===== src/rtl/dct_pkg.sv =====
// Shared constants and sizing helpers for the DCT datapath buffers.
package dct_pkg;

    localparam int DCT_COEF_W     = 36;
    localparam int DCT_FIFO_DEPTH = 8;

    // Address width for a DEPTH-entry array; never narrower than one bit.
    function automatic int dct_ptr_w(input int depth);
        return (depth > 1) ? $clog2(depth) : 1;
    endfunction

    // Occupancy counter width: must represent 0..DEPTH inclusive.
    function automatic int dct_cnt_w(input int depth);
        return $clog2(depth + 1);
    endfunction

endpackage


===== src/rtl/dct_stream_fifo_if.sv =====
// Handshake, data and status bundle between a DCT stage and its coefficient FIFO.
interface dct_stream_fifo_if
    import dct_pkg::*;
#(
    parameter int WIDTH = DCT_COEF_W,
    parameter int DEPTH = DCT_FIFO_DEPTH
);
    logic                        clr;
    logic                        wr_en;
    logic [WIDTH-1:0]            din;
    logic                        rd_en;
    logic [WIDTH-1:0]            dout;
    logic                        dout_valid;
    logic                        full;
    logic                        empty;
    logic                        almost_full;
    logic                        almost_empty;
    logic [dct_cnt_w(DEPTH)-1:0] count;
    logic                        overflow;
    logic                        underflow;

    modport master (
        output clr, wr_en, din, rd_en,
        input  dout, dout_valid, full, empty, almost_full, almost_empty,
               count, overflow, underflow
    );

    modport slave (
        input  clr, wr_en, din, rd_en,
        output dout, dout_valid, full, empty, almost_full, almost_empty,
               count, overflow, underflow
    );
endinterface


===== src/rtl/dct_fifo_ram.sv =====
// DEPTH x WIDTH storage: synchronous write, asynchronous read, no reset on the array.
module dct_fifo_ram
    import dct_pkg::*;
#(
    parameter int WIDTH = DCT_COEF_W,
    parameter int DEPTH = DCT_FIFO_DEPTH
) (
    input  logic                        clk,
    input  logic                        we,
    input  logic [dct_ptr_w(DEPTH)-1:0] waddr,
    input  logic [WIDTH-1:0]            wdata,
    input  logic [dct_ptr_w(DEPTH)-1:0] raddr,
    output logic [WIDTH-1:0]            rdata
);
    logic [WIDTH-1:0] mem [DEPTH];

    always_ff @(posedge clk) begin
        if (we) begin
            mem[waddr] <= wdata;
        end
    end

    assign rdata = mem[raddr];
endmodule


===== src/rtl/dct_stream_fifo.sv =====
// Coefficient FIFO between DCT row/transpose/column stages: occupancy flags,
// sticky error flags, synchronous flush, registered or fall-through read.
module dct_stream_fifo
    import dct_pkg::*;
#(
    parameter int WIDTH    = DCT_COEF_W,
    parameter int DEPTH    = DCT_FIFO_DEPTH,
    parameter int AF_LEVEL = DEPTH - 1,
    parameter int AE_LEVEL = 1,
    parameter bit FWFT     = 1'b0
) (
    input logic               clk,
    input logic               rst,
    dct_stream_fifo_if.slave  bus
);
    localparam int AW = dct_ptr_w(DEPTH);
    localparam int CW = dct_cnt_w(DEPTH);

    logic [AW-1:0]    wr_ptr;
    logic [AW-1:0]    rd_ptr;
    logic [CW-1:0]    count;
    logic [CW-1:0]    count_next;
    logic             wr_acc;
    logic             rd_acc;
    logic             full_q;
    logic             empty_q;
    logic             af_q;
    logic             ae_q;
    logic             ovf_q;
    logic             unf_q;
    logic [WIDTH-1:0] ram_rdata;

    // A full FIFO still takes a write when the head leaves in the same cycle.
    assign rd_acc = bus.rd_en & ~empty_q;
    assign wr_acc = bus.wr_en & (~full_q | rd_acc);

    always_comb begin
        count_next = count;
        case ({wr_acc, rd_acc})
            2'b10:   count_next = count + CW'(1);
            2'b01:   count_next = count - CW'(1);
            default: count_next = count;
        endcase
    end

    dct_fifo_ram #(
        .WIDTH (WIDTH),
        .DEPTH (DEPTH)
    ) u_ram (
        .clk   (clk),
        .we    (wr_acc & ~bus.clr),
        .waddr (wr_ptr),
        .wdata (bus.din),
        .raddr (rd_ptr),
        .rdata (ram_rdata)
    );

    always_ff @(posedge clk or posedge rst) begin
        if (rst) begin
            wr_ptr  <= '0;
            rd_ptr  <= '0;
            count   <= '0;
            full_q  <= 1'b0;
            empty_q <= 1'b1;
            af_q    <= 1'b0;
            ae_q    <= 1'b1;
            ovf_q   <= 1'b0;
            unf_q   <= 1'b0;
        end else if (bus.clr) begin
            wr_ptr  <= '0;
            rd_ptr  <= '0;
            count   <= '0;
            full_q  <= 1'b0;
            empty_q <= 1'b1;
            af_q    <= 1'b0;
            ae_q    <= 1'b1;
            ovf_q   <= 1'b0;
            unf_q   <= 1'b0;
        end else begin
            if (wr_acc) begin
                wr_ptr <= wr_ptr + AW'(1);
            end
            if (rd_acc) begin
                rd_ptr <= rd_ptr + AW'(1);
            end
            count   <= count_next;
            // Flags come from count_next so they never lag count by a cycle.
            full_q  <= (count_next == CW'(DEPTH));
            empty_q <= (count_next == '0);
            af_q    <= (count_next >= CW'(AF_LEVEL));
            ae_q    <= (count_next <= CW'(AE_LEVEL));
            ovf_q   <= ovf_q | (bus.wr_en & ~wr_acc);
            unf_q   <= unf_q | (bus.rd_en & ~rd_acc);
        end
    end

    generate
        if (FWFT) begin : g_fwft
            assign bus.dout       = ram_rdata;
            assign bus.dout_valid = ~empty_q;
        end else begin : g_reg_read
            logic [WIDTH-1:0] dout_q;
            logic             dout_valid_q;

            always_ff @(posedge clk or posedge rst) begin
                if (rst) begin
                    dout_q       <= '0;
                    dout_valid_q <= 1'b0;
                end else if (bus.clr) begin
                    dout_valid_q <= 1'b0;
                end else begin
                    dout_valid_q <= rd_acc;
                    if (rd_acc) begin
                        dout_q <= ram_rdata;
                    end
                end
            end

            assign bus.dout       = dout_q;
            assign bus.dout_valid = dout_valid_q;
        end
    endgenerate

    assign bus.count        = count;
    assign bus.full         = full_q;
    assign bus.empty        = empty_q;
    assign bus.almost_full  = af_q;
    assign bus.almost_empty = ae_q;
    assign bus.overflow     = ovf_q;
    assign bus.underflow    = unf_q;
endmodule


===== src/flat_wrapper.sv =====
// flat-port wrapper written by rule: the top's interface ports become plain ports
module dct_stream_fifo_flat import dct_pkg::*;
#(
    parameter int WIDTH    = DCT_COEF_W,
    parameter int DEPTH    = DCT_FIFO_DEPTH,
    parameter int AF_LEVEL = DEPTH - 1,
    parameter int AE_LEVEL = 1,
    parameter bit FWFT     = 1'b0
)
  (clk, rst, bus_clr, bus_wr_en, bus_din, bus_rd_en, bus_dout, bus_dout_valid, bus_full, bus_empty, bus_almost_full, bus_almost_empty, bus_count, bus_overflow, bus_underflow);
  dct_stream_fifo_if #(.WIDTH(WIDTH), .DEPTH(DEPTH)) bus_i ();
  input logic clk;
  input logic rst;
  input wire logic [$bits(bus_i.clr)-1:0] bus_clr;
  input wire logic [$bits(bus_i.wr_en)-1:0] bus_wr_en;
  input wire logic [$bits(bus_i.din)-1:0] bus_din;
  input wire logic [$bits(bus_i.rd_en)-1:0] bus_rd_en;
  output wire logic [$bits(bus_i.dout)-1:0] bus_dout;
  output wire logic [$bits(bus_i.dout_valid)-1:0] bus_dout_valid;
  output wire logic [$bits(bus_i.full)-1:0] bus_full;
  output wire logic [$bits(bus_i.empty)-1:0] bus_empty;
  output wire logic [$bits(bus_i.almost_full)-1:0] bus_almost_full;
  output wire logic [$bits(bus_i.almost_empty)-1:0] bus_almost_empty;
  output wire logic [$bits(bus_i.count)-1:0] bus_count;
  output wire logic [$bits(bus_i.overflow)-1:0] bus_overflow;
  output wire logic [$bits(bus_i.underflow)-1:0] bus_underflow;
  assign bus_i.clr = bus_clr;
  assign bus_i.wr_en = bus_wr_en;
  assign bus_i.din = bus_din;
  assign bus_i.rd_en = bus_rd_en;
  assign bus_dout = bus_i.dout;
  assign bus_dout_valid = bus_i.dout_valid;
  assign bus_full = bus_i.full;
  assign bus_empty = bus_i.empty;
  assign bus_almost_full = bus_i.almost_full;
  assign bus_almost_empty = bus_i.almost_empty;
  assign bus_count = bus_i.count;
  assign bus_overflow = bus_i.overflow;
  assign bus_underflow = bus_i.underflow;
  dct_stream_fifo #(.WIDTH(WIDTH), .DEPTH(DEPTH), .AF_LEVEL(AF_LEVEL), .AE_LEVEL(AE_LEVEL), .FWFT(FWFT)) u_core (.clk(clk), .rst(rst), .bus(bus_i));
endmodule

===== config.mk =====
export PLATFORM = sky130hd
export DESIGN_NAME = dct_stream_fifo_flat
export DESIGN_NICKNAME = d
export VERILOG_FILES = /design/src/rtl/dct_pkg.sv /design/src/rtl/dct_stream_fifo_if.sv /design/src/rtl/dct_fifo_ram.sv /design/src/rtl/dct_stream_fifo.sv /design/src/flat_wrapper.sv
export SDC_FILE = /design/constraint.sdc
export NUM_CORES = 1
export LEC_CHECK = 0
export ABC_AREA = 1
export CORE_UTILIZATION = 49
export CTS_CLUSTER_DIAMETER = 80
export CTS_CLUSTER_SIZE = 24
export DETAILED_ROUTE_END_ITERATION = 6
export GPL_TIMING_DRIVEN = 0
export PLACE_DENSITY_LB_ADDON = 0.2
export SETUP_SLACK_MARGIN = 0.4
export SYNTH_ARGS = -nofsm -noshare
export SYNTH_HDL_FRONTEND = slang
export SYNTH_SLANG_ARGS = --single-unit

===== constraint.sdc =====
create_clock -name clk -period 8.3 [get_ports clk]
set_clock_uncertainty 0.2 [all_clocks]
set_input_delay 2.075 -clock clk [delete_from_list [all_inputs] [get_ports clk]]
set_output_delay 2.075 -clock clk [all_outputs]
set_load 0.005 [all_outputs]

Word-level counts from Yosys, hierarchy flattened. Memory sizes are Yosys's and may differ from the RTL's. A register that Yosys moved wholly into a read port is not among the register bits. Cells that the tools add are included.

Register bits after elaboration: 17. Bits in latches: 0. RAM bits: 288. ROM bits: 0. Bits of input ports: 41. Output and inout port bits: 47. Memories: 1.

Memory list: u_core.u_ram.mem (words 8, width 36, read ports 1, clocked after Yosys merged registers in 1, write ports 1, line dct_fifo_ram.sv:15) `logic [WIDTH-1:0] mem [DEPTH];`.

$add $sub $neg: 4. $mul: 0. Divide/modulo/power cells: 0. Magnitude comparators: 2. Eq/ne operators: 3. Shifts and indexed selects: 0. Multiplexer cells: 15. Bitwise operators: 13. Reduce and logical (&&, ||, !) cells: 4.

Operators with widths (number): two-way mux 3 bit (4); two-way mux 1 bit (9); case mux 4 bit (2 select lines) (1); adder 3 x 1 -> 3 bit (second input constant) (2); AND 1 bit (5); inverter 1 bit (5); adder 4 x 1 -> 4 bit (second input constant) (1); equality test 4 bit (second input constant) (1); >= comparator 4 x 3 -> 1 bit (second input constant) (1); less-or-equal comparator 4 x 1 -> 1 bit (second input constant) (1); logical NOT 4 bit (1); two-way mux 4 bit (1); nonzero test 2 bit (2); subtractor 4 x 1 -> 4 bit (second input constant) (1); bitwise OR 1 bit (3); equality test 2 x 1 -> 1 bit (second input constant) (1); equality test 2 bit (second input constant) (1); AND reduction 2 bit (1).

Longest topological paths before layout. Gate-level depths: netlist of run 1.

Word-level depth: 8. Mapped depth: 18. Mapped depth without buffers: 18.

By module. Synthesis of run 1 repeated with hierarchy kept, for this count alone.

Cells, all modules: 1517. Area total of the unflattened synthesis: 14789.2 µm².

Modules (own cells, without submodules): dct_fifo_ram (instances 1, cells each 1261, area each 12560.8 µm², sequential area each 8648.3 µm²); dct_stream_fifo (instances 1, cells each 256, area each 2228.4 µm², sequential area each 1328.8 µm²).

Worst setup path before layout of run 1. No wires, ideal clock.

Kind: input -> register. From: in bus_rd_en. To: mem u_core.u_ram.mem[0][0] in the netlist's numbering, enable pin. Setup time: 429 ps. Arrival time: 4291 ps. Data required time: 7671 ps. Slack: 3379 ps. Stages on the path: 7. Buffers on the path: 0. Cell sequence: inv_1 or2_4 nand2_2 nand2_1 nor2_2 nand2_1 nor2_1.

Longest elaborated chain between the ends: 6.

Ends and longest elaborated chain: start, declared (line flat_wrapper.sv:17) `input wire logic [$bits(bus_i.rd_en)-1:0] bus_rd_en;`; AND 1 bit (line dct_stream_fifo.sv:34) `assign rd_acc = bus.rd_en & ~empty_q;`; bitwise OR 1 bit (line dct_stream_fifo.sv:35) `assign wr_acc = bus.wr_en & (~full_q | rd_acc);`; AND 1 bit (line dct_stream_fifo.sv:35); AND 1 bit (line dct_stream_fifo.sv:51) `.we (wr_acc & ~bus.clr),`; two-way mux 1 bit (line dct_fifo_ram.sv:18) `if (we) begin`; two-way mux 1 bit (implied by the code) (line dct_fifo_ram.sv:19) `mem[waddr] <= wdata;`; end, declared (line dct_fifo_ram.sv:15).

No other way between the ends.

Worst setup path after layout of run 1.
From: in bus_rd_en. To: mem u_core.u_ram.mem[2][2] in the netlist's numbering, enable pin.

The elaborated chain is that of the path after synthesis.

==> results of run 1 <==
[cells by family (layout without fill, tap and decap cells)]
family,after synthesis,count (layout),synth area share
compound gates,230,230,0.107
fa+ha+maj,5,5,0.00473
xor+xnor,2,2,0.00132
flops,341,341,0.754
buf+inv,87,213,0.0361
simple gates,320,320,0.0972
[state kept, by name, indices dropped and copies added, names as in the netlist]
name,cells
u_core.u_ram.mem,288
u_core.bus.dout,36
u_core.bus.count,4
u_core.rd_ptr,3
u_core.wr_ptr,3
u_core.bus.almost_empty,1
u_core.bus.almost_full,1
u_core.bus.dout_valid,1
u_core.bus.empty,1
u_core.bus.full,1
u_core.bus.overflow,1
u_core.bus.underflow,1
[cells in the final DEF, fill, tap and decap left out, types with 24 or more instances in the layout]
| cell type | n |
|---|---|
| clkbuf_1 | 31 |
| clkdlybuf4s50_1 | 86 |
| dfrtp_1 | 51 |
| edfxtp_1 | 288 |
| nand2_1 | 101 |
| nand3_1 | 45 |
| nor2_1 | 161 |
| o21ai_0 | 128 |
| o21ai_1 | 24 |
| o221ai_1 | 61 |
[stage by stage]
step | cell area (sq um) | hold slack (ps) | setup WS (ps) | instances
after floorplan | 13200 | 273 | 3380 | 985
after global placement | 14500 | 262 | 1330 | 1406
after detailed placement | 14800 | 265 | 3420 | 1415
after CTS | 15300 | 290 | 3940 | 1446
after global routing | 15300 | 317 | 3810 | 1446
final | 15300 | 284 | 3920 | 1446
[metal layers]
layer,vias to the layer above,part of all wire
met3,37,0.062
met2,304,0.49
met4,0,0.015
met1,4127,0.43
met5,-,0
li1,3833,-
[worst max path at each step]
stage / start / to / slack (ps) / depth (start not counted)
final: bus_rd_en / u_core.u_ram.mem[2][2] / 3920 / 9
after global routing: bus_rd_en / u_core.u_ram.mem[2][2] / 3810 / 9
after CTS: bus_rd_en / u_core.u_ram.mem[0][27] / 3940 / 9
after detailed placement: bus_rd_en / u_core.u_ram.mem[0][15] / 3420 / 9
after global placement: bus_rd_en / u_core.u_ram.mem[7][16] / 1330 / 8
after floorplan: bus_rd_en / u_core.u_ram.mem[0][0] / 3380 / 7
[critical path: stages]
cell and delay, ps:
clkdlybuf4s50_1 480, inv_1 40, or2_4 280, nand2_2 80, nand2_1 110, nor2_2 150
nand2_1 250, nor2_4 640, buf_16 240
[where the power goes]
part / leakage [nW] / switching [mW] / internal [mW]
Combinational: 1.79 / 0.535 / 0.404
Clock: 0.257 / 0.521 / 0.435
Sequential: 3.27 / 0.0668 / 2.00
Total: 5.32 / 1.12 / 2.84
[cell type report]
| cell class | count | area, sq um | area share |
|---|---|---|---|
| Tap cell | 335 | 419 | 0.0274 |
| Buffer | 63 | 385 | 0.0252 |
| Inverter | 24 | 92.6 | 0.00605 |
| Clock buffer | 29 | 513 | 0.0335 |
| Timing Repair Buffer | 95 | 1060 | 0.0694 |
| Clock inverter | 2 | 25.0 | 0.00163 |
| Multi-Input combinational cell | 557 | 2840 | 0.185 |
| Sequential cell | 341 | 9980 | 0.651 |
==> qor.txt, run 1 <==
outcome = complete, but fails checks
violated checks = DRC
final wirelength = 31.3 mm
RSZ-0062 raised after global routing = no
Vias/cell = 5.74
leakage power total = 5.32 nW
Final Net Count = 1,146
gp weighted congestion = 0.780
Max-cap violations = 0
worst reg2reg path startpoint = u_core.bus.empty
die width = 166 um
gr busiest metal = met2
Setup Fix Bufs, Post-CTS = 0
Ys Warns = 0
Hold Path Sink = u_core.bus.dout[4]
dominant synthesized flop cell = edfxtp_1
Final min period = 4380 ps
detailed placer's ending HPWL = 19.8 mm
die span in y = 166 um
setup_tns = 0 ps
reg2reg end = u_core.u_ram.mem[2][2]
Max FO, Critical Path = 20
met2 Usage GRT = 0.389
power density cells = 259 nW/um^2
die footprint = 27,700 sq um
worst slew pin tran = 834 ps
crit start category = primary input
clock root buffer = clkbuf_16
TritonCTS clock tree = done
Synth cell types = 28
Post-Syn Instances = 985
Net Count, Synth = 1,031
Arrival @ worst endpoint = 4390 ps
Fmax = 0.228 GHz
final period utilization = 0.528
overall routing resource usage = 0.227
CTS buffer count = 18
Worst Reg2Reg Path Length in Cells = 7
area delta synth->final = 15.7%
Ant. Diodes = 0
fin util = 0.583
R2R Setup Slk = 5620 ps
core area = 26,300 sq um
Required @ worst endpoint = 8310 ps
Tightest Hold Check Type = register to register
post_cts resized = 0
ys async rst share = 0.155
Slew Limit Fails = 0
clock buffer depth = 3
Power Total = 3.96 mW
clock-pin slew on the worst setup and hold paths = 90 ps
worst hold start = u_core.bus.dout[4]
H-tree depth = 1
largest net degree at the start of global routing = 33
met3 GRT Util = 0.0207
hold path depth = 2
Via Count = 8,301
layout cells sized above 1 = 0.0810
Congestion Overflow GR = 0
vias in the first global route = 7,987
most frequent cells after synthesis = 288 x edfxtp_1, 169 x nor2_1, 128 x o21ai_0
initial detailed-routing violation count = 727
remaining antenna violation count = 0
post-synthesis sequential area ratio = 0.754
worst-skew pair later-pin latency = 510 ps
Hold Fails Final Rpt = 0
initial antenna violation count = 0
M1 GR Usage = 0.317
slew margin rel. = 0.444
I/O Buffers = 86
Worst VDD drop = 143 uV
Setup Viol. Count Final = 0
most common cell in the netlist = edfxtp_1
Yosys reg bits = 341
Post-Syn Area per Cell = 13.4 sq um
synth top area cells = edfxtp_1 65%, dfrtp_1 9.6%, o21ai_0 4.8%, nor2_1 4.8%, o221ai_1 4.0%
Setup Crit Path Kind = primary input to register
clock sink total = 341
# hold bufs at CTS = 0
top cell type's share of synthesized area = 0.653
first-pass GRT wire length = 47.1 mm
# rows = 59
# IOs = 88
post-synthesis cell area = 13,200 sq um
WL/cell = 21.6 um
# fillers = 2,092
crit end category = register
initial core utilization = 0.504
Post-route DRC = 6
Pre-Repair DR Iteration Count = 7
leading area contributor after synthesis = edfxtp_1
Post-synth EDFFs = 288
(Power assumes the default switching activity.)
==> run 2, diff against run 1 <==
==> constraint.sdc (replaced) <==
create_clock -name clk -period 3.8 [get_ports clk]
set_clock_uncertainty 0.2 [all_clocks]
set_input_delay 0.95 -clock clk [delete_from_list [all_inputs] [get_ports clk]]
set_output_delay 0.95 -clock clk [all_outputs]
set_load 0.005 [all_outputs]
==> results of run 2 <==
The final DEF is identical to that of run 1. Status: complete, but fails checks: DRC.
Main changes from that run: setup slack after placement 3420 ps -> 40.6 ps; setup slack after layout 3920 ps -> 543 ps; register-to-register setup slack 5620 ps -> 1120 ps; total power 3.96 mW -> 8.66 mW; worst IR drop on VDD 143 uV -> 313 uV
==> RTL change 1: new RTL, flow settings as in run 1 <==
`DCT_COEF_W`: 36 -> 72.
--- a/src/rtl/dct_pkg.sv
+++ b/src/rtl/dct_pkg.sv
@@ -1,7 +1,7 @@
 // Shared constants and sizing helpers for the DCT datapath buffers.
 package dct_pkg;
 
-    localparam int DCT_COEF_W     = 36;
+    localparam int DCT_COEF_W     = 72;
     localparam int DCT_FIFO_DEPTH = 8;
 
     // Address width for a DEPTH-entry array; never narrower than one bit.
Ports: changed (resized bus_din and bus_dout); port bits go from 88 to 160. The function was not compared with the original's and may differ.
==> RTL change 1 against run 1 <==
Utilization shrank 1.0 points; power grew 90%; register-to-register slack lost 0.29 ns; wire length grew 110%; cell area grew 92%; sequential cell count grew 324; area after synthesis grew 93%; setup slack lost 0.14 ns; critical path type unchanged; critical endpoint is now u_core.u_ram.mem[7][2]; largest power group unchanged.
==> RTL change 1: results (changes against run 1) <==
----------------------------------------------------
[Run status]
  Result of the run ... finished, final reports clean

[Yosys]
  Number of flops mapped to enable cells by yosys ... 576 (+100%)
  Yosys cell types ... 28 (unchanged)
  Share of synthesized flip-flops with an asynchronous set or reset ... 0.1338 (-0.02159)
  Number of nets produced by synthesis ... 1932 (+87%)
  Post-synth top flop ... edfxtp_1
  Cell types occupying the most area after synthesis ... edfxtp_1 68%, dfrtp_1 8.5%, nor2_1 4.8%
  Part of the Yosys area used for sequential elements ... 0.7632 (+0.009267)
  Top cells by count, synth ... 576 x edfxtp_1, 324 x nor2_1, 197 x o21ai_0, 174 x nand2_1, 124 x o221ai_1

[GRT]
  Global-route usage over all layers ... 0.2423 (+0.01506)
  Global-route wire length before repair ... 97240 um (+110%)
  Met2 demand-to-capacity share in global routing ... 0.4104 (+0.02092)
  Number of global-route vias before repair ... 16110 (+100%)
  Met3 track utilization from global routing ... 0.02656 (+0.005822)
  Met1 routing resource usage after global routing ... 0.3350 (+0.01822)
  Maximum number of pins on one net before global-route repair ... 58 (+76%)
  Number of antenna violations at the first check in global routing ... 2 (+2)

[Worst setup path]
  Register-to-register path setup slack ... 5.33 ns (-0.29 ns)
  First element of the critical path ... bus_rd_en
  Largest stage delay on the critical path ... 0.78 ns (+0.14 ns)
  Reg2reg start ... u_core.bus.empty
  Maximum fanout encountered on the critical timing path ... 26 (+30%)
  CP Capture Point ... u_core.u_ram.mem[7][2]
  Crit path DAT ... 4.65 ns (+0.26 ns)

[Hold path]
  Worst Hold End ... u_core.bus.dout[41]
  Hold path start ... u_core.bus.dout[41]
  Kind of path behind the tightest hold check ... reg2reg

[Final layout]
  Final net count ... 2144 (+87%)
  Number of flip-flops under the largest register name ... 576 (+100%)
  Fraction of layout cells with a size suffix above 1 ... 0.08006 (-0.0009506)

[Detailed routing]
  Metal-1 WL ... 27360 um (+100%)
  Detail Route met3 WL ... 3749 um (+93%)
  Iter 0 DRT Violations ... 1612 (+120%)
  Length of routed met2 wiring ... 31790 um (+110%)
  Total wire length ... 64300 um (+110%)
  Drt via density ... 5.799 (+1.0%)
  Top routing layer in use ... met5

[Power and ir drop]
  Worst vdd ir ... 0.1724 mV (+20%)
  Static power due to leakage ... 10.06 nW (+89%)

[Place]
  Count of input and output buffers ... 158 (+84%)
  Placer Congestion ... 0.7794 (-0.12%)
  Half-perimeter wire length after placement ... 42140 um (+110%)

[Clock network]
  Clock buffer depth ... 3 (unchanged)
  Number of buffers added by the clock tree synthesis step ... 31 (+13)
  Cts repair resizes ... 0 (unchanged)
  Post-CTS setup repair buffer count ... 0 (unchanged)
  Latest clock arrival within the worst-skew pair ... 0.63 ns (+0.12 ns)

[STA]
  Relative slew margins ... 0.3845 (-0.05936)
  Hold WS ... 0.2840 ns (-0.000009000 ns)

----------------------------------------------------
## RTL change 1: cell count changes after synthesis, sizes merged, moves of 51 or more
cell    before  now
nor2       172  325
edfxtp     288  576
nand2      102  174
buf         42   93
o21ai      152  296
o221ai      61  124
## RTL change 1: report_power, final
group | internal, mW | total [mW] | leakage [nW] | switching [mW]
combinational | 0.756 | 1.77 | 3.31 | 1.02
clock | 0.730 | 1.73 | 0.431 | 0.998
sequential | 3.89 | 4.02 | 6.32 | 0.128
## RTL change 1: kinds of logic (layout without fill, tap and decap cells)
logic type / after synthesis / after routing / synth area share
adders and majority gates: 5 / 5 / 0.002445
and+or+nand+nor: 581 / 581 / 0.08969
AOI/OAI and AO/OA: 446 / 446 / 0.1076
DFF: 665 / 665 / 0.7632
xor gates and xnor gates: 2 / 2 / 0.0006848
buffers and inverters: 151 / 387 / 0.03643
other: 0 / 1 / 0
## RTL change 1: stage by stage
step                      worst slack [ns]  cells    util  instance area, um^2
after floorplan                      1.789   1850       -                25590
after global routing                 3.624   2767  0.5726                29430
after global placement              -1.547   2688  0.5450                28020
after CTS                            3.803   2766  0.5725                29430
final                                3.777   2767  0.5726                29430
after detailed placement             3.124   2709  0.5550                28530
## RTL change 1: worst reg2reg max path, delay by kind of cell, from the launching register on
| family | cells | cell delay [ns] |
|---|---|---|
| buffers and inverters | 1 | 0.31 |
| flip-flops | 1 | 0.39 |
| AND/OR/NAND/NOR | 6 | 1.73 |
## RTL change 1: cell type report
class,count,area [um^2]
Antenna cell,1,2.502
Multi-Input combinational cell,1034,5187
Clock buffer,56,890.9
Inverter,24,95.09
Clock inverter,1,8.758
Fill cell,4050,21970
Sequential cell,665,19530
Tap cell,680,850.8
Timing Repair Buffer,179,2032
Buffer,127,839.6
==> RTL change 2: new RTL, config.mk and constraints of run 1 <==
Without the edit above. Make the reset (`rst`) synchronous in 2 clocked blocks. Comments in the files are not updated.
--- a/src/rtl/dct_stream_fifo.sv
+++ b/src/rtl/dct_stream_fifo.sv
@@ -55,7 +55,7 @@
         .rdata (ram_rdata)
     );
 
-    always_ff @(posedge clk or posedge rst) begin
+    always_ff @(posedge clk) begin
         if (rst) begin
             wr_ptr  <= '0;
             rd_ptr  <= '0;
@@ -102,7 +102,7 @@
             logic [WIDTH-1:0] dout_q;
             logic             dout_valid_q;
 
-            always_ff @(posedge clk or posedge rst) begin
+            always_ff @(posedge clk) begin
                 if (rst) begin
                     dout_q       <= '0;
                     dout_valid_q <= 1'b0;
Formal check against the unedited RTL: differs if rst is asserted again (counterexample within 4 cycles, from zero or initial values and one cycle with rst high); with rst held inactive, the same outputs for 4 cycles.
==> RTL change 2 against run 1 <==
Sequential cell count is the same; synthesized cell count grew 6.8%; cell area shrank 0.40%; critical endpoint is now u_core.u_ram.mem[0][18]; the run still ends with DRC left; register-to-register slack lost 0.28 ns; non-clock buffer count grew 16; setup slack lost 0.31 ns; wire length grew 4.3%; area after synthesis shrank 0.95%.
Power is not compared: it rests on default switching activity, and its combinational part moved more than twofold at a synthesized area within 25%.
==> RTL change 2: results (changes against run 1) <==
----------------------------------------------------
[Run status]
  Result of the run ... finished with violations
  Failing checks ... DRC

[Worst setup path]
  Crit path DAT ... 4.71 ns (+0.32 ns)
  Kind of cell with the highest combined delay on the critical path ... buffers and inverters
  Register-to-register path setup slack ... 5.34 ns (-0.28 ns)
  Maximum fanout encountered on the critical timing path ... 9 (-55%)
  Largest stage delay on the critical path ... 0.48 ns (-0.16 ns)
  Slowest stage cell, crit path ... clkdlybuf4s50_1

[Place]
  Count of input and output buffers ... 87 (+1.2%)
  Half-perimeter wire length after placement ... 20840 um (+5.4%)
  Place WS ... 3.085 ns (-0.3306 ns)
  Placer Congestion ... 0.7795 (-0.10%)

[Power and ir drop]
  Worst vdd ir ... 0.1330 mV

[STA]
  Measured slew at the worst slew-check pin ... 0.9397 ns (+0.1055 ns)
  Top achievable clock speed ... 0.2131 GHz (-6.6%)

[Yosys]
  Share of the synthesized area in compound gates (AO/OA/AOI/OAI) ... 0.1359 (+0.02919)
  Number of nets produced by synthesis ... 1098 (+6.5%)
  Share of synthesized flip-flops with an asynchronous set or reset ... 0 (-0.1554)
  Cell types occupying the most area after synthesis ... edfxtp_1 66%, dfxtp_1 8.1%, nor2_1 6.6%
  Top cells by count, synth ... 288 x edfxtp_1, 232 x nor2_1, 118 x o21ai_1, 107 x o21ai_0, 77 x a21oi_1
  Part of the Yosys area used for sequential elements ... 0.7407 (-0.01316)
  Synthesized-area fraction occupied by xor and xnor cells ... 0.001336 (+0.00001276)
  Multiplexer area fraction after synthesis ... 0 (unchanged)

[GRT]
  Global-route usage over all layers ... 0.2409 (+0.01363)
  Number of global-route vias before repair ... 8057 (+0.88%)
  Maximum number of pins on one net before global-route repair ... 27 (-18%)
  Global-route wire length before repair ... 47890 um (+1.7%)

[Detailed routing]
  Total wire length ... 32610 um (+4.3%)
  DRC violations left ... 8 (+2)
  Length of the first detailed-routing pass in iterations ... 7 (unchanged)
  Vias after detailed routing ... 8652 (+4.2%)

[Final layout]
  Fraction of layout cells with a size suffix above 1 ... 0.07137 (-0.009640)

----------------------------------------------------
RTL change 2: changes by cell type in the layout (fill, tap and decap cells not counted), sizes merged, moves of 51 or more:
cell / change
o221ai: -61
dfxtp: +53
dfrtp: -51
nor2: +63
nand2: -78
a21oi: +73
o21ai: +73
RTL change 2: final timing paths:
path,start,endpoint
setup / recovery,bus_rd_en,u_core.u_ram.mem[0][18]
hold / removal,u_core.bus.overflow,u_core.bus.overflow
setup reg to reg,u_core.bus.empty,u_core.u_ram.mem[0][18]
hold reg to reg,u_core.bus.overflow,u_core.bus.overflow
RTL change 2: tightest hold or removal path, cell delays in order, from the launching register on:
cell and delay (ns):
dfxtp_1 0.33, inv_1 0.05, a21oi_1 0.05
RTL change 2: layer usage:
layer | track usage | vias up | wire, um
met3 | 0.03047 | 47 | 2067
met1 | 0.3417 | 4254 | 14360
li1 | - | 4042 | -
met5 | 0 | - | 0
met2 | 0.3909 | 309 | 15400
met4 | 0.06860 | 0 | 775
RTL change 2: per-stage QoR:
stage | util | cells | cell area [um^2] | hold WS (ns)
final | 0.5837 | 1527 | 15250 | 0.2738
after floorplan | - | 1052 | 13110 | 0.2466
after global routing | 0.5836 | 1526 | 15250 | 0.3007
after detailed placement | 0.5631 | 1495 | 14720 | 0.2542
after global placement | 0.5509 | 1474 | 14400 | 0.2546
after CTS | 0.5836 | 1526 | 15250 | 0.2682
RTL change 2: layout make-up:
class	instances	area [um^2]	area share
Antenna cell	1	2.502	0.0001641
Buffer	66	366.6	0.02403
Clock buffer	28	509.2	0.03339
Clock inverter	3	26.28	0.001723
Inverter	23	88.84	0.005824
Multi-Input combinational cell	622	2993	0.1962
Sequential cell	341	9709	0.6365
Tap cell	335	419.2	0.02748
Timing Repair Buffer	108	1139	0.07464
